**src/rtl/serial_add_ctrl.sv**
```systemverilog
// Bit-serial add/subtract controller: one shared 1-bit full adder walks the
// operands LSB first, then holds the result until the consumer acknowledges.
//
// Handshake: a request is taken on a rising edge with start=1 and ready=1; a
// result is consumed on a rising edge with result_valid=1 and result_ack=1.
// Exactly one of ready/busy/result_valid is high in every cycle.

module full_adder (
    input  logic a_i,
    input  logic b_i,
    input  logic ci_i,
    output logic s_o,
    output logic co_o
);
    assign s_o  = a_i ^ b_i ^ ci_i;
    assign co_o = (a_i & b_i) | (ci_i & (a_i ^ b_i));
endmodule

module serial_add_ctrl #(
    parameter int WIDTH = 4
) (
    input  logic             clk,
    input  logic             rst,
    input  logic             start,
    input  logic             sub,
    input  logic [WIDTH-1:0] a,
    input  logic [WIDTH-1:0] b,
    output logic             ready,
    output logic             busy,
    output logic             result_valid,
    input  logic             result_ack,
    output logic [WIDTH-1:0] sum,
    output logic             cout,
    output logic             ovf,
    output logic [1:0]       dbg_state_o
);
    localparam int CW = (WIDTH > 2) ? $clog2(WIDTH) : 1;
    localparam logic [CW-1:0] LAST_BIT = CW'(WIDTH - 1);

    typedef enum logic [1:0] {
        S_IDLE = 2'd0,
        S_RUN  = 2'd1,
        S_DONE = 2'd2
    } state_t;

    state_t           state_q, state_d;
    logic [CW-1:0]    cnt_q, cnt_d;
    logic             carry_q, carry_d;
    logic [WIDTH-1:0] a_q, a_d;
    logic [WIDTH-1:0] b_q, b_d;
    logic [WIDTH-1:0] sum_q, sum_d;
    logic             cout_q, cout_d;
    logic             ovf_q, ovf_d;

    logic fa_s;
    logic fa_co;

    // B is stored already inverted for subtraction; the +1 enters via the carry.
    full_adder u_fa (
        .a_i  (a_q[cnt_q]),
        .b_i  (b_q[cnt_q]),
        .ci_i (carry_q),
        .s_o  (fa_s),
        .co_o (fa_co)
    );

    always_ff @(posedge clk) begin
        if (rst) begin
            state_q <= S_IDLE;
            cnt_q   <= '0;
            carry_q <= 1'b0;
            a_q     <= '0;
            b_q     <= '0;
            sum_q   <= '0;
            cout_q  <= 1'b0;
            ovf_q   <= 1'b0;
        end else begin
            state_q <= state_d;
            cnt_q   <= cnt_d;
            carry_q <= carry_d;
            a_q     <= a_d;
            b_q     <= b_d;
            sum_q   <= sum_d;
            cout_q  <= cout_d;
            ovf_q   <= ovf_d;
        end
    end

    always_comb begin
        state_d = state_q;
        cnt_d   = cnt_q;
        carry_d = carry_q;
        a_d     = a_q;
        b_d     = b_q;
        sum_d   = sum_q;
        cout_d  = cout_q;
        ovf_d   = ovf_q;

        case (state_q)
            S_IDLE: begin
                if (start) begin
                    a_d     = a;
                    b_d     = sub ? ~b : b;
                    carry_d = sub;
                    sum_d   = '0;
                    cnt_d   = '0;
                    state_d = S_RUN;
                end
            end
            S_RUN: begin
                sum_d[cnt_q] = fa_s;
                carry_d      = fa_co;
                if (cnt_q == LAST_BIT) begin
                    // Signed overflow: carry into the MSB differs from carry out of it.
                    cout_d  = fa_co;
                    ovf_d   = carry_q ^ fa_co;
                    state_d = S_DONE;
                end else begin
                    cnt_d = cnt_q + 1'b1;
                end
            end
            S_DONE: begin
                if (result_ack) begin
                    state_d = S_IDLE;
                end
            end
            default: begin
                state_d = S_IDLE;
            end
        endcase
    end

    assign ready        = (state_q == S_IDLE);
    assign busy         = (state_q == S_RUN);
    assign result_valid = (state_q == S_DONE);
    assign sum          = sum_q;
    assign cout         = cout_q;
    assign ovf          = ovf_q;
    assign dbg_state_o  = state_q;

endmodule

```
**config.mk**
```make
export PLATFORM = sky130hd
export DESIGN_NAME = serial_add_ctrl
export DESIGN_NICKNAME = d
export VERILOG_FILES = /design/src/rtl/serial_add_ctrl.sv
export SDC_FILE = /design/constraint.sdc
export NUM_CORES = 1
export LEC_CHECK = 0
export BUFFER_PORTS_ARGS = -buffer_cell sky130_fd_sc_hd__buf_4
export CAP_MARGIN = 40
export CORE_MARGIN = 2
export CORE_UTILIZATION = 51
export DETAILED_ROUTE_END_ITERATION = 6
export GPL_ROUTABILITY_DRIVEN = 0
export PLACE_DENSITY = 0.84
export SYNTH_ARGS = -nofsm -noshare
export SYNTH_HDL_FRONTEND = slang
export SYNTH_HIERARCHICAL = 1
export SYNTH_SLANG_ARGS = --single-unit
```
**constraint.sdc**
```tcl
create_clock -name clk -period 2.8 [get_ports clk]
set_input_delay 0.28 -clock clk [delete_from_list [all_inputs] [get_ports clk]]
set_output_delay 0.28 -clock clk [all_outputs]
set_load 0.05 [all_outputs]
```
==> results of run 1 <==
[power breakdown]
group / switching (W) / internal [W]
Clock: 0.0000853 / 0.0000556
Sequential: 0.0000159 / 0.000286
Combinational: 0.0000669 / 0.0000554
Total: 0.000168 / 0.000397
[cell usage after synthesis, drive strengths merged]
cell,n,area (um2)
a2111oi,3,26.3
a211oi,6,45.0
a21oi,9,45.0
and2b,1,8.76
and3b,1,10.0
buf,4,35.0
clkbuf,3,15.0
dfxtp,19,380
fa,1,20.0
ha,5,62.6
inv,3,11.3
mux2i,3,30.0
mux4,2,45.0
nand2,9,33.8
nand2b,2,12.5
nand3b,2,15.0
nor2,9,33.8
nor2b,1,6.26
nor3b,1,18.8
o21ai,1,5.00
o21ba,1,16.3
o31ai,2,15.0
o32ai,1,8.76
or2b,1,7.51
or3,1,6.26
or3b,2,20.0
xnor2,5,43.8
[worst paths after layout]
path | depth (start not counted) | slack (ns) | endpoint | from
worst max-delay path | 4 | 0.56 | sum[1]$_SDFFE_PP0P_ | cnt_q[0]$_SDFFE_PP0P_
worst min-delay path | 3 | 0.22 | a_q[1]$_SDFFE_PP0P_ | a[1]
worst min register to register | 2 | 0.48 | a_q[2]$_SDFFE_PP0P_ | a_q[2]$_SDFFE_PP0P_
worst max register to register | 4 | 0.56 | sum[1]$_SDFFE_PP0P_ | cnt_q[0]$_SDFFE_PP0P_
[metal layers]
metal  share of wire [%]  track usage (%)
met2                  50             34.1
met1                  44             22.2
met4                 1.3             6.49
met5                   0                0
met3                 4.9             4.53
[critical path: cells and delay by family (launching register included)]
kind                     cells  cell delay, ns
AO/OA/AOI/OAI                1            0.41
multiplexers                 1            0.56
adder cells (fa/ha/maj)      1            0.57
flip-flops                   1            0.49
AND/OR/NAND/NOR              1            0.07
[final cells by class]
| cell class | instances | share of cell area (%) |
|---|---|---|
| multi-input combinational | 69 | 46.3 |
| sequential | 19 | 32.9 |
| timing repair buffer | 23 | 14.9 |
| tap | 25 | 2.70 |
| clock buffer | 4 | 2.27 |
| inverter | 3 | 0.973 |
[metrics by stage]
step	hold slack [ns]	area [um2]	worst slack (ns)	utilization (%)
finish	0.216	1160	0.564	65.6
global route	0.217	1160	0.436	65.6
CTS	0.218	1160	0.584	65.6
detailed placement	0.463	1130	0.613	64.1
global placement	0.450	1130	0.710	64.1
floorplan	0.416	977	0.760	-
[kinds of logic after synthesis]
logic type / after synthesis / synth area share [%]
AOI/OAI and AO/OA: 23 / 16.5
and+or+nand+nor: 30 / 17.7
xor gates and xnor gates: 5 / 4.48
buffers and inverters: 10 / 6.27
DFF: 19 / 38.9
muxes: 5 / 7.68
adders and majority gates: 6 / 8.45
[registers in the layout, summed over array words and instances, names as in the netlist]
name         count
a_q              4
b_q              4
sum              4
cnt_q            2
dbg_state_o      2
carry_q          1
cout             1
ovf              1
==> key figures, run 1 <==
Power and ir drop
  • Power, Total: 0.000565 W
  • Pwr/cell area: 488 nW/um2
  • Cell leakage power: 0.478 nW
  • Peak supply drop: 0.000303 V

Layout
  • Combined area of the multi-input logic cells: 536 um2
  • Layout cells sized above 1: 28.8%
  • Synth-to-Final Area Change: 18.4%
  • Flip-flop and latch area: 380 um2
  • Final net count: 138
  • Fillcell total: 161
  • Post-route insts no fill: 143
  • ANT cells: 0
  • Most common cell after layout, fill and taps aside: buf_4
  • Most frequent cells in the layout: 23 x buf_4, 19 x dfxtp_1, 9 x nor2_1, 9 x a21oi_1, 9 x nand2_1

Hold path
  • Hold Path Class: in -> reg

Yosys
  • Synth warn: 6
  • Syn avg cell area: 9.97 um2
  • Mapped Cells: 98
  • Post-Syn Area: 977 um2
  • Syn Nets: 117
  • Cell variety after synth: 31
  • Synthesized flop and latch total: 19
  • Register area share after synthesis: 38.9%

Clocking
  • # clock sinks: 19
  • H-tree Lvls: 1
  • Post-CTS Setup Inserts: 0
  • CTS tree: done
  • Buffer depth of the longest clock path: 2
  • Total CTS buffers: 3
  • CTS Root Cell: clkbuf_4
  • CTS resizes: 0
  • Clock-pin transition on the worst setup and hold timing paths: 0.11 ns
  • Worst-Skew Late Latency: 0.30 ns
  • Hold_buf cts: 0

Floorplanning
  • I/O pin cnt: 24
  • DIE HEIGHT: 47.8 um
  • Core Area: 1760 um2
  • Initial core utilization: 55.4%
  • Die area: 2280 um2
  • Core Rows: 15
  • Die W: 47.8 um

GRT
  • Pin count of the biggest net entering global routing: 23
  • GR Overflow Total: 0
  • GRT Util Overall: 19.1%
  • First-pass GRT wire length: 2950 um
  • Vias in the first global route: 703
  • Initial antenna violation count: 0

Routing
  • Detailed-route DRC error count: 0
  • Via Count: 755
  • Vias/cell: 5.28
  • Post-Route WL: 1870 um
  • Wirelength per Cell: 13.1 um
  • Number of iterations in the first detailed-routing pass: 4
  • Iter 0 DRT Violations: 18
  • ANT nets after route: 0

Setup path
  • Crit Path Max Fanout: 7
  • CP Launch Type: flip-flop
  • Crit path cell chain: mux4_2 -> fa_1 -> nor2_1 -> a2111oi_0
  • Crit path kind: reg -> reg
  • Worst EP required: 2.98 ns
  • CP Capture Type: flip-flop
  • Crit-path slowest cell: fa_1
  • WP data arrival: 2.42 ns
  • Max stage delay on crit path: 0.57 ns

Timing
  • Rel. slew slack: 61.9%
  • Hold Violations, Final: 0
  • Fin crit share: 79.9%
  • Fmax: 447 MHz
  • Slew Viols, Final: 0
  • Setup Viol. Count Final: 0
  • Clock skew: 0.00258 ns
  • Final TNS setup: 0 ns
  • Final min period: 2.24 ns
  • Worst slew pin tran: 0.570 ns
  • RSZ-0062 raised after global routing: false

Placement
  • Post-placement cell count: 139
  • I/O Buffers: 23

Status
  • Status: complete, no violations

Run
  • Max Cap Viol: 0
No activity file was read; power rests on OpenSTA's default activity.
==> run 2: changes to the inputs <==
- ABC_AREA: unset -> 1
- CORE_UTILIZATION: 51 -> 52
- PLACE_DENSITY: 0.84 -> 0.85
- clock period: 2.8 -> 2.12 ns (I/O delays scaled with it)
==> run 2 against run 1 <==
Against the previous run: global-route usage is essentially flat; register-to-register slack lost 0.26 ns; largest cell class unchanged; sequential power grew 34%; utilization shrank 0.93 points; critical endpoint is now sum[3]$_SDFFE_PP0P_; clock power grew 28%; final cell count grew 38%.
==> key figures, run 2 <==
Status
  • Status: complete, no violations

Setup path
  • Crit path kind: reg -> reg
  • Worst EP required: 2.36 ns
  • R2R setup slack: 0.31 ns
  • Setup crit end: sum[3]$_SDFFE_PP0P_
  • Max stage delay on crit path: 0.56 ns
  • WP data arrival: 2.05 ns
  • Crit Path Max Fanout: 8
  • Crit-path slowest cell: fa_1
  • WP depth: 8
  • FF-to-FF path depth: 8
  • CP Launch Point: cnt_q[0]$_SDFFE_PP0P_
  • Critical path buffers and inverters: 1
  • Reg-to-reg endpoint: sum[3]$_SDFFE_PP0P_
  • Reg-to-Reg Start: cnt_q[0]$_SDFFE_PP0P_
  • Crit path cell chain: inv_1 -> o21ai_0 -> o22ai_1 -> fa_1 -> nand2_1 -> nor2_1 -> a21oi_1 -> nor2_1
  • CP top delay family: adder cells
  • Worst path most repeated cell: nor2_1
  • CP Launch Type: flip-flop
  • CP Capture Type: flip-flop

GRT
  • GRT Util Overall: 19.1%
  • Pin count of the biggest net entering global routing: 13
  • Vias in the first global route: 891
  • First-pass GRT wire length: 3620 um
  • GR Overflow Total: 0
  • Initial antenna violation count: 0

Routing
  • ANT nets after route: 0
  • Vias/cell: 4.87
  • Number of iterations in the first detailed-routing pass: 4
  • Wirelength per Cell: 10.5 um
  • Detailed-route DRC error count: 0
  • Post-Route WL: 2070 um
  • Via Count: 959
  • Iter 0 DRT Violations: 18

Timing
  • Fin crit share: 85.5%
  • Rel. slew slack: 72.4%
  • RSZ-0062 raised after global routing: false
  • Final min period: 1.81 ns
  • Slew Viols, Final: 0
  • Fmax: 552 MHz
  • Clock skew: 0.00255 ns
  • Final TNS setup: 0 ns
  • Final worst slack: 0.308 ns
  • Setup Viol. Count Final: 0
  • Worst slew pin tran: 0.414 ns
  • Hold Violations, Final: 0

Yosys
  • Register area share after synthesis: 37.1%
  • Ys flop type: dfxtp_1
  • Mapped Cells: 147
  • Yosys top cell area share: 37.1%
  • Top area cells in the synthesized netlist: dfxtp_1 37%, nor2_1 15%, nand2_1 9.9%
  • Most common cell in the synthesized netlist: nor2_1
  • Post-Syn Area: 1030 um2
  • Commonest cells in the synthesized netlist: 40 x nor2_1, 27 x nand2_1, 19 x dfxtp_1
  • Cell variety after synth: 20
  • Syn avg cell area: 6.98 um2
  • Post-synth ARST share: 0%
  • Synth warn: 6
  • Syn Nets: 166
  • Synthesized flop and latch total: 19
  • Post-synth EDFFs: 0
  • Largest area contributor in the netlist: dfxtp_1

Floorplanning
  • Die area: 2340 um2
  • Core Area: 1900 um2
  • I/O pin cnt: 24
  • Initial core utilization: 53.9%
  • DIE HEIGHT: 48.4 um
  • Die W: 48.4 um
  • Core Rows: 16

Placement
  • Post-DP HPWL: 1660 um
  • Post-placement cell count: 193
  • I/O Buffers: 23
  • Setup Slack @ Placement: 0.225 ns
  • Cell Area, Placed: 1200 um2

Layout
  • Final net count: 190
  • Post-route insts no fill: 197
  • Most common cell after layout, fill and taps aside: nor2_1
  • Finished Cell Area: 1230 um2
  • Most frequent cells in the layout: 40 x nor2_1, 27 x nand2_1, 23 x buf_4
  • Fillcell total: 172
  • Layout cells sized above 1: 19.4%
  • Synth-to-Final Area Change: 19.9%
  • ANT cells: 0

Power and ir drop
  • Psw: 0.000268 W
  • Seq pwr share: 50.3%
  • Combinational fraction of design power: 27.5%
  • Cell leakage power: 0.601 nW
  • Cell-internal power: 0.000541 W
  • Clock Power Share: 22.3%
  • Pwr/cell area: 657 nW/um2
  • Sw Share: 33.1%
  • Peak supply drop: 0.000411 V

Clocking
  • CTS tree: done
  • Total CTS buffers: 3
  • Worst-Skew Late Latency: 0.30 ns
  • Clock-pin transition on the worst setup and hold timing paths: 0.10 ns
  • # clock sinks: 19
  • H-tree Lvls: 1
  • CTS Root Cell: clkbuf_4
  • Buffer depth of the longest clock path: 2

Run
  • Max Cap Viol: 0

Hold path
  • Hold Path Class: in -> reg
## run 2: cell count changes in the layout (fill, tap and decap cells not counted), moves of 3 or more
cell | before | now
nand2_1 | 9 | 27
a211oi_1 | 6 | 0
a21oi_1 | 9 | 4
o21ai_0 | 1 | 9
inv_1 | 3 | 14
mux2i_1 | 3 | 0
nand3_1 | 0 | 9
nor2_1 | 9 | 40
a2111oi_0 | 3 | 0
## run 2: layout make-up
| class | instances | area [um2] | share of cell area [%] |
|---|---|---|---|
| sequential | 19 | 382 | 31.0 |
| multi-input combinational | 109 | 559 | 45.5 |
| inverter | 15 | 56.3 | 4.58 |
| clock buffer | 4 | 26.3 | 2.14 |
| timing repair buffer | 23 | 173 | 14.0 |
| tap | 27 | 33.8 | 2.75 |
## run 2: cell families (layout without fill, tap and decap cells)
| logic type | after synthesis | count (layout) | share of synthesized area [%] |
|---|---|---|---|
| AOI/OAI and AO/OA | 16 | 16 | 8.41 |
| buffers and inverters | 19 | 42 | 8.41 |
| and+or+nand+nor | 82 | 82 | 33.8 |
| DFF | 19 | 19 | 37.1 |
| adders and majority gates | 6 | 6 | 8.05 |
| xor gates and xnor gates | 5 | 5 | 4.27 |
## run 2: worst min-delay path by stage
stage	start	to	slack, ns	cells after the start
after floorplan	rst	cout$_SDFFE_PP0P_	0.28	1
after global placement	rst	dbg_state_o[1]$_SDFFE_PP0P_	0.43	2
after detailed placement	rst	dbg_state_o[1]$_SDFFE_PP0P_	0.43	2
after CTS	rst	dbg_state_o[1]$_SDFFE_PP0P_	0.11	2
after global routing	rst	dbg_state_o[1]$_SDFFE_PP0P_	0.11	2
final	rst	dbg_state_o[1]$_SDFFE_PP0P_	0.12	2
## run 2: repair_timing
item	CTS	global route
resized for setup	0	1
buffers inserted	0	0
hold buffers	0	0
setup endpoints to repair	0	1
## run 2: metrics by stage
step / total power (W) / hold WS [ns] / util, %
floorplan: 0.000576 / 0.281 / -
global placement: 0.000627 / 0.434 / 63.2
detailed placement: 0.000636 / 0.434 / 63.2
CTS: 0.000816 / 0.107 / 64.6
global route: 0.000861 / 0.111 / 64.7
finish: 0.000809 / 0.121 / 64.7
## run 2: power groups by stage
stage                     Clock [W]  Sequential [W]  Combinational (W)
after global placement            0        0.000412           0.000214
after floorplan                   0        0.000430           0.000146
after global routing       0.000202        0.000411           0.000249
after detailed placement          0        0.000414           0.000222
after CTS                  0.000188        0.000406           0.000223
final                      0.000180        0.000406           0.000222
## run 2: routing by layer
| layer | wire length [um] | vias up | track usage [%] |
|---|---|---|---|
| met5 | 0 | - | 0 |
| met2 | 1050 | 27 | 35.6 |
| met4 | 27 | 0 | 6.19 |
| met3 | 93 | 3 | 3.09 |
| met1 | 901 | 428 | 22.2 |
| li1 | - | 501 | - |
